### config.mk
export PLATFORM = sky130hd
export DESIGN_NAME = seg_display_scan_flat
export DESIGN_NICKNAME = d
export VERILOG_FILES = /design/src/rtl/seg_pkg.sv /design/src/rtl/seg_display_scan_if.sv /design/src/rtl/bcd_to_seg.sv /design/src/rtl/seg_display_scan.sv /design/src/flat_wrapper.sv
export SDC_FILE = /design/constraint.sdc
export NUM_CORES = 1
export LEC_CHECK = 0
export CAP_MARGIN = 0
export CELL_PAD_IN_SITES_DETAIL_PLACEMENT = 1
export CELL_PAD_IN_SITES_GLOBAL_PLACEMENT = 1
export CORE_ASPECT_RATIO = 1.75
export CORE_MARGIN = 2
export CORE_UTILIZATION = 25
export CTS_CLUSTER_DIAMETER = 60
export CTS_CLUSTER_SIZE = 20
export DETAILED_ROUTE_END_ITERATION = 7
export PLACE_DENSITY = 0.62
export SETUP_SLACK_MARGIN = 0.4
export SKIP_LAST_GASP = 1
export SYNTH_ARGS = -nofsm -noshare
export SYNTH_HDL_FRONTEND = slang
export SYNTH_SLANG_ARGS = --single-unit
### constraint.sdc
create_clock -name clk -period 1.9 [get_ports clk]
set_clock_uncertainty 0.15 [all_clocks]
set_input_delay 0.38 -clock clk [delete_from_list [all_inputs] [get_ports clk]]
set_output_delay 0.38 -clock clk [all_outputs]
set_load 0.02 [all_outputs]
### src/rtl/seg_pkg.sv
// ---------------------------------------------------------------------------
// seg_pkg
//   Shared definitions for the 7-segment scan driver.
//   - state_e   : scan FSM states (blank dead-time / digit drive)
//   - SEG_*     : active-low segment patterns, bit order {g,f,e,d,c,b,a}
// ---------------------------------------------------------------------------
package seg_pkg;

  typedef enum logic {
    ST_BLANK = 1'b0,
    ST_DRIVE = 1'b1
  } state_e;

  localparam logic [6:0] SEG_BLANK = 7'h7F;
  localparam logic [6:0] SEG_DASH  = 7'h3F;

  localparam logic [6:0] SEG_0 = 7'h40;
  localparam logic [6:0] SEG_1 = 7'h79;
  localparam logic [6:0] SEG_2 = 7'h24;
  localparam logic [6:0] SEG_3 = 7'h30;
  localparam logic [6:0] SEG_4 = 7'h19;
  localparam logic [6:0] SEG_5 = 7'h12;
  localparam logic [6:0] SEG_6 = 7'h02;
  localparam logic [6:0] SEG_7 = 7'h78;
  localparam logic [6:0] SEG_8 = 7'h00;
  localparam logic [6:0] SEG_9 = 7'h10;

endpackage

### src/rtl/seg_display_scan_if.sv
// ---------------------------------------------------------------------------
// seg_display_scan_if
//   Bundle between the BCD counter chain, the scan driver and the pins.
//   master : upstream counters / board side (drives load, bcd, dp)
//   slave  : the scan driver (drives seg_n, dp_n, an_n, frame_done, state)
//
//   Handshake: load is a single-cycle capture strobe with no back-pressure.
//   Whenever load is 1 on a clk edge, bcd and dp are taken on that edge;
//   there is no ready, the driver always accepts.
//   state is a debug view of the scan FSM.
// ---------------------------------------------------------------------------
interface seg_display_scan_if #(
  parameter int NUM_DIGITS = 3
);
  logic                      load;
  logic [4*NUM_DIGITS-1:0]   bcd;
  logic [NUM_DIGITS-1:0]     dp;
  logic [6:0]                seg_n;
  logic                      dp_n;
  logic [NUM_DIGITS-1:0]     an_n;
  logic                      frame_done;
  seg_pkg::state_e           state;

  modport master (
    output load, bcd, dp,
    input  seg_n, dp_n, an_n, frame_done, state
  );

  modport slave (
    input  load, bcd, dp,
    output seg_n, dp_n, an_n, frame_done, state
  );
endinterface

### src/rtl/bcd_to_seg.sv
// ---------------------------------------------------------------------------
// bcd_to_seg
//   Purely combinational BCD nibble to common-anode segment decoder.
//   nib_i : 4-bit digit value
//   seg_o : active-low segments {g,f,e,d,c,b,a}; values above 9 show a dash
// ---------------------------------------------------------------------------
module bcd_to_seg
  import seg_pkg::*;
(
  input  logic [3:0] nib_i,
  output logic [6:0] seg_o
);

  always_comb begin
    seg_o = SEG_DASH;
    case (nib_i)
      4'd0:    seg_o = SEG_0;
      4'd1:    seg_o = SEG_1;
      4'd2:    seg_o = SEG_2;
      4'd3:    seg_o = SEG_3;
      4'd4:    seg_o = SEG_4;
      4'd5:    seg_o = SEG_5;
      4'd6:    seg_o = SEG_6;
      4'd7:    seg_o = SEG_7;
      4'd8:    seg_o = SEG_8;
      4'd9:    seg_o = SEG_9;
      default: seg_o = SEG_DASH;
    endcase
  end

endmodule

### src/rtl/seg_display_scan.sv
// ---------------------------------------------------------------------------
// seg_display_scan
//   Time-multiplexed 7-segment scan driver for a common-anode display.
//   Each digit slot lasts DIV_CYCLES clocks: BLANK_CYCLES of dead time with
//   every anode off, then the digit is driven for the rest of the slot.
//   The BCD word is snapshotted on load so a counter rollover cannot tear a
//   frame; the shown pattern is decoded once on entry to DRIVE and held.
//
//   Ports:
//     clk     : system clock
//     reset_n : asynchronous active-low reset
//     bus     : seg_display_scan_if.slave
//               in  load, bcd[4*NUM_DIGITS], dp[NUM_DIGITS]
//               out seg_n[7], dp_n, an_n[NUM_DIGITS], frame_done, state
//   All outputs are registered.
// ---------------------------------------------------------------------------
module seg_display_scan
  import seg_pkg::*;
#(
  parameter int NUM_DIGITS   = 3,
  parameter int DIV_CYCLES   = 50000,
  parameter int BLANK_CYCLES = 500,
  parameter int LZ_SUPPRESS  = 1
) (
  input  logic                clk,
  input  logic                reset_n,
  seg_display_scan_if.slave   bus
);

  localparam int PW = $clog2(DIV_CYCLES);
  localparam int IW = (NUM_DIGITS > 1) ? $clog2(NUM_DIGITS) : 1;

  localparam logic [PW-1:0] BLANK_LAST = PW'(BLANK_CYCLES - 1);
  localparam logic [PW-1:0] DIV_LAST   = PW'(DIV_CYCLES - 1);
  localparam logic [IW-1:0] IDX_LAST   = IW'(NUM_DIGITS - 1);

  // Snapshot of the counter word
  logic [4*NUM_DIGITS-1:0] snap_bcd_q;
  logic [NUM_DIGITS-1:0]   snap_dp_q;

  // Scan FSM state and registered outputs
  state_e                  state_q;
  logic [PW-1:0]           presc_q;
  logic [IW-1:0]           idx_q;
  logic [6:0]              seg_n_q;
  logic                    dp_n_q;
  logic [NUM_DIGITS-1:0]   an_n_q;
  logic                    frame_done_q;

  logic [PW-1:0]           presc_d;
  logic [IW-1:0]           idx_d;
  logic [3:0]              cur_nib;
  logic                    cur_dp;
  logic                    lz_blank;
  logic [NUM_DIGITS-1:0]   an_sel;
  logic [6:0]              dec_seg;
  logic [6:0]              drive_seg;

  always_ff @(posedge clk or negedge reset_n) begin
    if (!reset_n) begin
      snap_bcd_q <= '0;
      snap_dp_q  <= '0;
    end else if (bus.load) begin
      snap_bcd_q <= bus.bcd;
      snap_dp_q  <= bus.dp;
    end
  end

  assign presc_d = presc_q + PW'(1);
  assign idx_d   = (idx_q == IDX_LAST) ? '0 : idx_q + IW'(1);

  // Select the current digit's nibble, decimal point and anode
  always_comb begin
    cur_nib = 4'h0;
    cur_dp  = 1'b0;
    an_sel  = '1;
    for (int j = 0; j < NUM_DIGITS; j++) begin
      if (idx_q == IW'(j)) begin
        cur_nib   = snap_bcd_q[4*j +: 4];
        cur_dp    = snap_dp_q[j];
        an_sel[j] = 1'b0;
      end
    end
  end

  // A digit is a leading zero when it and every more-significant digit are
  // zero; digit 0 always shows so a zero value still reads "0".
  always_comb begin
    lz_blank = 1'b0;
    if (LZ_SUPPRESS != 0 && idx_q != '0) begin
      lz_blank = 1'b1;
      for (int j = 0; j < NUM_DIGITS; j++) begin
        if (IW'(j) >= idx_q && snap_bcd_q[4*j +: 4] != 4'h0) begin
          lz_blank = 1'b0;
        end
      end
    end
  end

  bcd_to_seg u_dec (
    .nib_i (cur_nib),
    .seg_o (dec_seg)
  );

  assign drive_seg = lz_blank ? SEG_BLANK : dec_seg;

  // Scan FSM. The prescaler counts across the whole slot (blank + drive) and
  // only clears at the end of the slot, so slot length is exactly DIV_CYCLES.
  always_ff @(posedge clk or negedge reset_n) begin
    if (!reset_n) begin
      state_q      <= ST_BLANK;
      presc_q      <= '0;
      idx_q        <= '0;
      seg_n_q      <= SEG_BLANK;
      dp_n_q       <= 1'b1;
      an_n_q       <= '1;
      frame_done_q <= 1'b0;
    end else begin
      frame_done_q <= 1'b0;
      case (state_q)
        ST_BLANK: begin
          presc_q <= presc_d;
          if (presc_q == BLANK_LAST) begin
            state_q <= ST_DRIVE;
            seg_n_q <= drive_seg;
            dp_n_q  <= ~cur_dp;
            an_n_q  <= an_sel;
          end
        end
        ST_DRIVE: begin
          if (presc_q == DIV_LAST) begin
            state_q      <= ST_BLANK;
            presc_q      <= '0;
            idx_q        <= idx_d;
            seg_n_q      <= SEG_BLANK;
            dp_n_q       <= 1'b1;
            an_n_q       <= '1;
            frame_done_q <= (idx_q == IDX_LAST);
          end else begin
            presc_q <= presc_d;
          end
        end
        default: state_q <= ST_BLANK;
      endcase
    end
  end

  assign bus.seg_n      = seg_n_q;
  assign bus.dp_n       = dp_n_q;
  assign bus.an_n       = an_n_q;
  assign bus.frame_done = frame_done_q;
  assign bus.state      = state_q;

endmodule

### src/flat_wrapper.sv
// flat-port wrapper written by rule: the top's interface ports become plain ports
module seg_display_scan_flat import seg_pkg::*;
#(
  parameter int NUM_DIGITS   = 3,
  parameter int DIV_CYCLES   = 50000,
  parameter int BLANK_CYCLES = 500,
  parameter int LZ_SUPPRESS  = 1
)
  (clk, reset_n, bus_load, bus_bcd, bus_dp, bus_seg_n, bus_dp_n, bus_an_n, bus_frame_done, bus_state);
  seg_display_scan_if #(.NUM_DIGITS(NUM_DIGITS)) bus_i ();
  input  logic clk;
  input  logic reset_n;
  input wire logic [$bits(bus_i.load)-1:0] bus_load;
  input wire logic [$bits(bus_i.bcd)-1:0] bus_bcd;
  input wire logic [$bits(bus_i.dp)-1:0] bus_dp;
  output wire logic [$bits(bus_i.seg_n)-1:0] bus_seg_n;
  output wire logic [$bits(bus_i.dp_n)-1:0] bus_dp_n;
  output wire logic [$bits(bus_i.an_n)-1:0] bus_an_n;
  output wire logic [$bits(bus_i.frame_done)-1:0] bus_frame_done;
  output wire logic [$bits(bus_i.state)-1:0] bus_state;
  assign bus_i.load = bus_load;
  assign bus_i.bcd = bus_bcd;
  assign bus_i.dp = bus_dp;
  assign bus_seg_n = bus_i.seg_n;
  assign bus_dp_n = bus_i.dp_n;
  assign bus_an_n = bus_i.an_n;
  assign bus_frame_done = bus_i.frame_done;
  assign bus_state = bus_i.state;
  seg_display_scan #(.NUM_DIGITS(NUM_DIGITS), .DIV_CYCLES(DIV_CYCLES), .BLANK_CYCLES(BLANK_CYCLES), .LZ_SUPPRESS(LZ_SUPPRESS)) u_core (.clk(clk), .reset_n(reset_n), .bus(bus_i));
endmodule
Word-level counts from Yosys, hierarchy flattened
Memory sizes are Yosys's and may differ from the RTL's.
Cells that the tools add are included.

operators by class
  eq/ne operators = 6
  bitwise gates (word level) = 2
  reduce and logical (&&, ||, !) cells = 10
  magnitude comparators = 3
  muxes and demuxes = 31
  add/sub/neg operators = 2

operators by type and width
  kind                   count
  $pmux 16 s2            1
  $mux 7                 3
  $add 16x1->16 const B  1
  $eq 16x16->1 const B   1
  $eq 16x9->1 const B    1
  $mux 1                 16
  $mux 16                1
  $pmux 7 s2             1
  $mux 4                 3
  $reduce_bool 4->1      3
  $mux 3                 2
  $pmux 3 s2             1
  $ge 1x2->1 const A     2
  $pmux 1 s2             2
  $reduce_and 2->1       2
  $logic_and 1x1->1      3
  $add 2x1->2 const B    1
  $eq 2x1->1 const B     1
  $eq 2x2->1 const B     1
  $ge 2x2->1 const A     1
  $logic_not 2->1        1
  $mux 2                 1
  $ne 2x1->1 const B     1
  $ne 2x2->1 const B     1
  other kinds (2)        3

word-level totals
  memories = 1
  input bits = 18
  output and inout bits = 13
  memory bits (read-only) = 112
  register bits = 46

memories
  memory            depth  bits a word  rd ports  clocked after Yosys merged registers in  wr ports  line              text
  (name not given)  16     7            1         0                                        0         bcd_to_seg.sv:16  case (nib_i)

Longest topological paths before layout
  depth after elaboration = 9
  gate-level depth with buffers = 8
  mapped depth without buffers = 7

Modules after synthesis
From an unflattened synthesis, not the netlist that was laid out.

unflattened totals
  cells, all modules = 206
  area, all modules = 2332.2 sq um

by module, submodules not included
  module            cells an instance  area an instance (sq um)  seq. area each (sq um)  instances
  seg_display_scan  173                2127.0                    1164.9                  1
  bcd_to_seg        33                 205.2                     0.0                     1

Worst setup path after synthesis
OpenSTA, ideal clock, no wires.

  path type = register to register
  start = register u_core.idx_q[0]
  end = register u_core.seg_n_q[6], in the netlist u_core.bus.seg_n[6]
  buffers on the path = 1
  slack = -51 ps
  arrival time = 1721 ps
  stages on the path, launching flop included = 9
  clock period less this slack = 1951 ps
  setup time = 81 ps
  cell sequence = dfrtp_1 -> buf_6 -> mux2i_2 -> a2bb2oi_4 -> inv_2 -> ha_1 -> mux2_2 -> a21oi_1 -> a21oi_1

between the ends
  word-level cells in the longest chain between the ends = 9

RTL lines
  element                                               line                     text
  start, declared                                       seg_display_scan.sv:44   logic [IW-1:0] idx_q;
  start signal, assigned                                seg_display_scan.sv:134  idx_q <= idx_d;
  branches (longest 6 deep; another with $mem_v2 16x7)  --
  $mux 7 *                                              seg_display_scan.sv:105  assign drive_seg = lz_blank ? SEG_BLANK : dec_seg;
  $mux 7 *                                              seg_display_scan.sv:123  if (presc_q == BLANK_LAST) begin
  $pmux 7 s2 *                                          seg_display_scan.sv:120  case (state_q)
  end signal, assigned                                  seg_display_scan.sv:125  seg_n_q <= drive_seg;
  end, declared                                         seg_display_scan.sv:45   logic [6:0] seg_n_q;

Mark *: on every way between the ends. The select of a mux whose other input is x is not followed.
A chain may end at the register's enable or synchronous reset.

Worst setup path after layout
Ends and elaborated chain as after synthesis.

==> impl_metrics.xml <==
<?xml version="1.0" encoding="UTF-8"?>
<metrics>
  <group name="outcome">
    <metric name="outcome" unit="">complete, no violations</metric>
  </group>
  <group name="setup_path">
    <metric name="critical_path_capture_point_type" unit="">flop</metric>
    <metric name="worst_path_class_setup" unit="">reg2reg</metric>
    <metric name="critical_path.cell_chain" unit="">buf_6, mux2i_4, a2bb2oi_4, inv_2, ha_4, mux2_4, a21oi_2, a21oi_1</metric>
    <metric name="gate_family_responsible_for_the_most_delay_along_the_worst_path" unit="">multiplexers</metric>
    <metric name="critical_path_source_type" unit="">flop</metric>
    <metric name="worst-path-max-fanout" unit="">6</metric>
    <metric name="arrival" unit="ns">1.95</metric>
    <metric name="cp.required" unit="ns">1.97</metric>
    <metric name="timing.critical_path.slowest_cell_delay" unit="ns">0.37</metric>
    <metric name="critPathBufInv" unit="">2</metric>
    <metric name="crit_slowest_cell" unit="">dfrtp_1</metric>
  </group>
  <group name="routing">
    <metric name="postRouteAntennaNets" unit="">0</metric>
    <metric name="drt_wl_total" unit="mm">6.25</metric>
    <metric name="routed-via-count" unit="">1834</metric>
    <metric name="routed_via_density" unit="">4.53</metric>
    <metric name="detail_route.drc_violations" unit="">0</metric>
    <metric name="drt_iter0_drc" unit="">43</metric>
    <metric name="detail_route.wl_per_cell" unit="um">15.4</metric>
    <metric name="drt_pre_antenna_iters" unit="">4</metric>
  </group>
  <group name="pwr">
    <metric name="intPower" unit="mW">1.80</metric>
    <metric name="static-leakage-power" unit="nW">1.50</metric>
    <metric name="power.switching" unit="mW">0.563</metric>
    <metric name="max-vdd-ir-drop" unit="mV">0.475</metric>
    <metric name="net_sw_share" unit="%">23.8</metric>
    <metric name="power.share.clock" unit="%">43.2</metric>
    <metric name="power_per_cell_area" unit="mW/mm^2">637</metric>
    <metric name="power_frac_comb" unit="%">12.4</metric>
    <metric name="p_seq_share" unit="%">44.4</metric>
    <metric name="total_power" unit="mW">2.36</metric>
  </group>
  <group name="placed_design">
    <metric name="place.detailed.instances" unit="">372</metric>
    <metric name="place.gp.congestion" unit="">0.769</metric>
    <metric name="pre_cts_ws" unit="ns">-0.0520</metric>
    <metric name="post_dp_cell_area" unit="mm^2">0.00300</metric>
    <metric name="port_buffers" unit="">30</metric>
    <metric name="dpl.hpwl" unit="mm">4.35</metric>
  </group>
  <group name="timing">
    <metric name="clock.fmax" unit="GHz">0.532</metric>
    <metric name="hold_ws" unit="ns">0.361</metric>
    <metric name="period_minus_slack" unit="ns">1.88</metric>
    <metric name="rsz0062_at_grt" unit="">yes</metric>
    <metric name="max_slew.worst_pin.slew" unit="ns">0.430</metric>
    <metric name="setup_tns" unit="ns">0</metric>
    <metric name="final_min_period_over_clock_period" unit="%">99.0</metric>
    <metric name="setup_violations" unit="">0</metric>
    <metric name="post-route-worst-setup-slack" unit="ns">0.0195</metric>
    <metric name="timing_max_transition_violations_final" unit="">0</metric>
    <metric name="relSlewSlack" unit="%">71.3</metric>
    <metric name="hold_viol" unit="">0</metric>
  </group>
  <group name="synth">
    <metric name="synth_area_leader_cell" unit="">dfrtp_1</metric>
    <metric name="async_flop_share" unit="%">100</metric>
    <metric name="synth_commonest_cells" unit="">dfrtp_1 (35), nor2_1 (23), mux2_2 (17), a21oi_1 (11), dfstp_2 (11)</metric>
    <metric name="yosys.cell_count.top_type" unit="">dfrtp_1</metric>
    <metric name="edff_count_synth" unit="">0</metric>
    <metric name="post_synth_num_cell_types" unit="">45</metric>
    <metric name="synth.top_cell.area_share" unit="%">38.5</metric>
    <metric name="syn-num-nets" unit="">219</metric>
    <metric name="synth_seq_cells" unit="">46</metric>
    <metric name="synth_warnings" unit="">0</metric>
    <metric name="synthFlopType" unit="">dfrtp_1</metric>
    <metric name="synth.cell_area" unit="mm^2">0.00227</metric>
    <metric name="synth_area_per_cell" unit="um^2">11.4</metric>
    <metric name="yosysSeqAreaShare" unit="%">51.2</metric>
    <metric name="synth_cells" unit="">199</metric>
    <metric name="synthTopCellsByArea" unit="">dfrtp_1 (39%), dfstp_2 (13%), mux2_2 (8.4%)</metric>
  </group>
  <group name="floorplanning">
    <metric name="start_util" unit="%">25.3</metric>
    <metric name="die-area" unit="mm^2">0.00990</metric>
    <metric name="core" unit="mm^2">0.00898</metric>
    <metric name="dieWidth" unit="um">76.1</metric>
    <metric name="std_cell_rows" unit="">46</metric>
    <metric name="die_height" unit="um">130</metric>
    <metric name="ioPinCount" unit="">31</metric>
  </group>
  <group name="final_layout">
    <metric name="area_delta_synth_final" unit="%">63.1</metric>
    <metric name="finalNonFillerCells" unit="">405</metric>
    <metric name="insertedDiodeCount" unit="">0</metric>
    <metric name="postLayoutCoreUtil" unit="%">41.3</metric>
    <metric name="final_nets" unit="">304</metric>
    <metric name="fin_area" unit="mm^2">0.00371</metric>
    <metric name="number_of_filler_instances_in_the_final_layout" unit="">996</metric>
    <metric name="fraction_of_final_layout_cells_with_drive_strength_greater_than_1" unit="%">60.0</metric>
  </group>
  <group name="cts">
    <metric name="clkLatencyLatePin" unit="ns">0.29</metric>
    <metric name="clkSinkCount" unit="">46</metric>
    <metric name="clock_path_buffers" unit="">2</metric>
    <metric name="cts-buffers-inserted" unit="">5</metric>
    <metric name="cts_max_level" unit="">2</metric>
    <metric name="clk_pin_slew" unit="ns">0.07</metric>
    <metric name="clk_root_buffer_cell" unit="">clkbuf_16</metric>
    <metric name="tritoncts" unit="">yes</metric>
  </group>
  <group name="global_routing">
    <metric name="number_of_antenna_violations_at_the_first_check_in_global_routing" unit="">0</metric>
    <metric name="global_route_wire_length_before_repair" unit="mm">10.3</metric>
    <metric name="number_of_global_route_vias_before_repair" unit="">2057</metric>
    <metric name="gr-usage-all-layers" unit="%">13.3</metric>
    <metric name="grt_max_degree" unit="">30</metric>
    <metric name="gr-total-overflow" unit="">0</metric>
  </group>
  <group name="min_path">
    <metric name="min_path_type" unit="">reg2reg</metric>
  </group>
  <group name="run">
    <metric name="max_cap_viol_count" unit="">0</metric>
  </group>
</metrics>
## flip-flops by register name, indices dropped and copies added (netlist names)
signal                 count
u_core.snap_bcd_q         12
u_core.bus.an_n            3
u_core.snap_dp_q           3
u_core.bus.seg_n           7
u_core.bus.frame_done      1
u_core.bus.state           1
u_core.bus.dp_n            1
u_core.presc_q            16
u_core.idx_q               2
## repair_timing
| item | in CTS | in global routing |
|---|---|---|
| endpoints found under the setup margin | 39 | 38 |
| buffers inserted | 17 | 6 |
| gates resized for setup | 112 | 35 |
| pin swaps | 11 | 15 |
| hold buffers | 1 | 0 |
| cloned | 1 | 0 |
| endpoints found under the hold margin | 16 | 0 |
## metal layers
metal | global-route usage (%) | up-vias | wire length, um
met3 | 1.94 | 6 | 126
li1 | - | 873 | -
met5 | 0 | - | 0
met1 | 12.9 | 932 | 2180
met4 | 4.81 | 0 | 94
met2 | 27.9 | 23 | 3850
## path summary, 6_finish.rpt
path | to | slack (ns) | cells after the start | from
max | u_core.bus.seg_n[6] | 0.02 | 8 | u_core.idx_q[0]
min | u_core.presc_q[7] | 0.36 | 1 | u_core.presc_q[7]
max reg2reg | u_core.bus.seg_n[6] | 0.02 | 8 | u_core.idx_q[0]
min reg2reg | u_core.presc_q[7] | 0.36 | 1 | u_core.presc_q[7]
max in group asynchronous | u_core.bus.seg_n[3] | 0.58 | 3 | reset_n
min in group asynchronous | u_core.snap_bcd_q[1] | 0.44 | 2 | reset_n
## power by group through the flow
stage          Combinational, mW  Sequential, mW  Clock [mW]
3_3_place_gp               0.240            1.06           0
4_1_cts                    0.284            1.05        1.05
5_1_grt                    0.318            1.05        1.08
2_1_floorplan              0.128            1.05           0
3_5_place_dp               0.245            1.06           0
6_report                   0.292            1.05        1.02
## layout by cell type (no fill, tap or decap), types with 4 or more instances in the layout
cell / instances
dfrtp_1: 32
nand2_1: 7
buf_6: 24
mux2_2: 16
clkdlybuf4s50_1: 16
clkbuf_16: 5
a21oi_1: 8
nor3_2: 4
xor2_1: 6
a21oi_2: 4
dfstp_2: 11
xnor2_1: 9
nor2_2: 10
nor2_1: 11
nand3_1: 6
buf_4: 41
## cells by family (layout without fill, tap and decap cells)
logic type	Yosys count	count (layout)	synth area share [%]
simple gates	71	71	16.4
flops	46	46	51.2
compound gates	29	30	11.1
mux	22	22	10.8
xor+xnor	15	15	5.78
buf+inv	14	99	3.63
fa+ha+maj	2	2	1.10
## area by class of cell
cell class,instances,area [um^2],share of cell area (%)
Clock inverter,3,45.0,1.21
Clock buffer,5,125,3.37
Tap cell,120,150,4.05
Sequential cell,46,1170,31.5
Multi-Input combinational cell,140,1400,37.7
Timing Repair Buffer,86,803,21.7
Inverter,5,18.8,0.506
(Power assumes the default switching activity.)
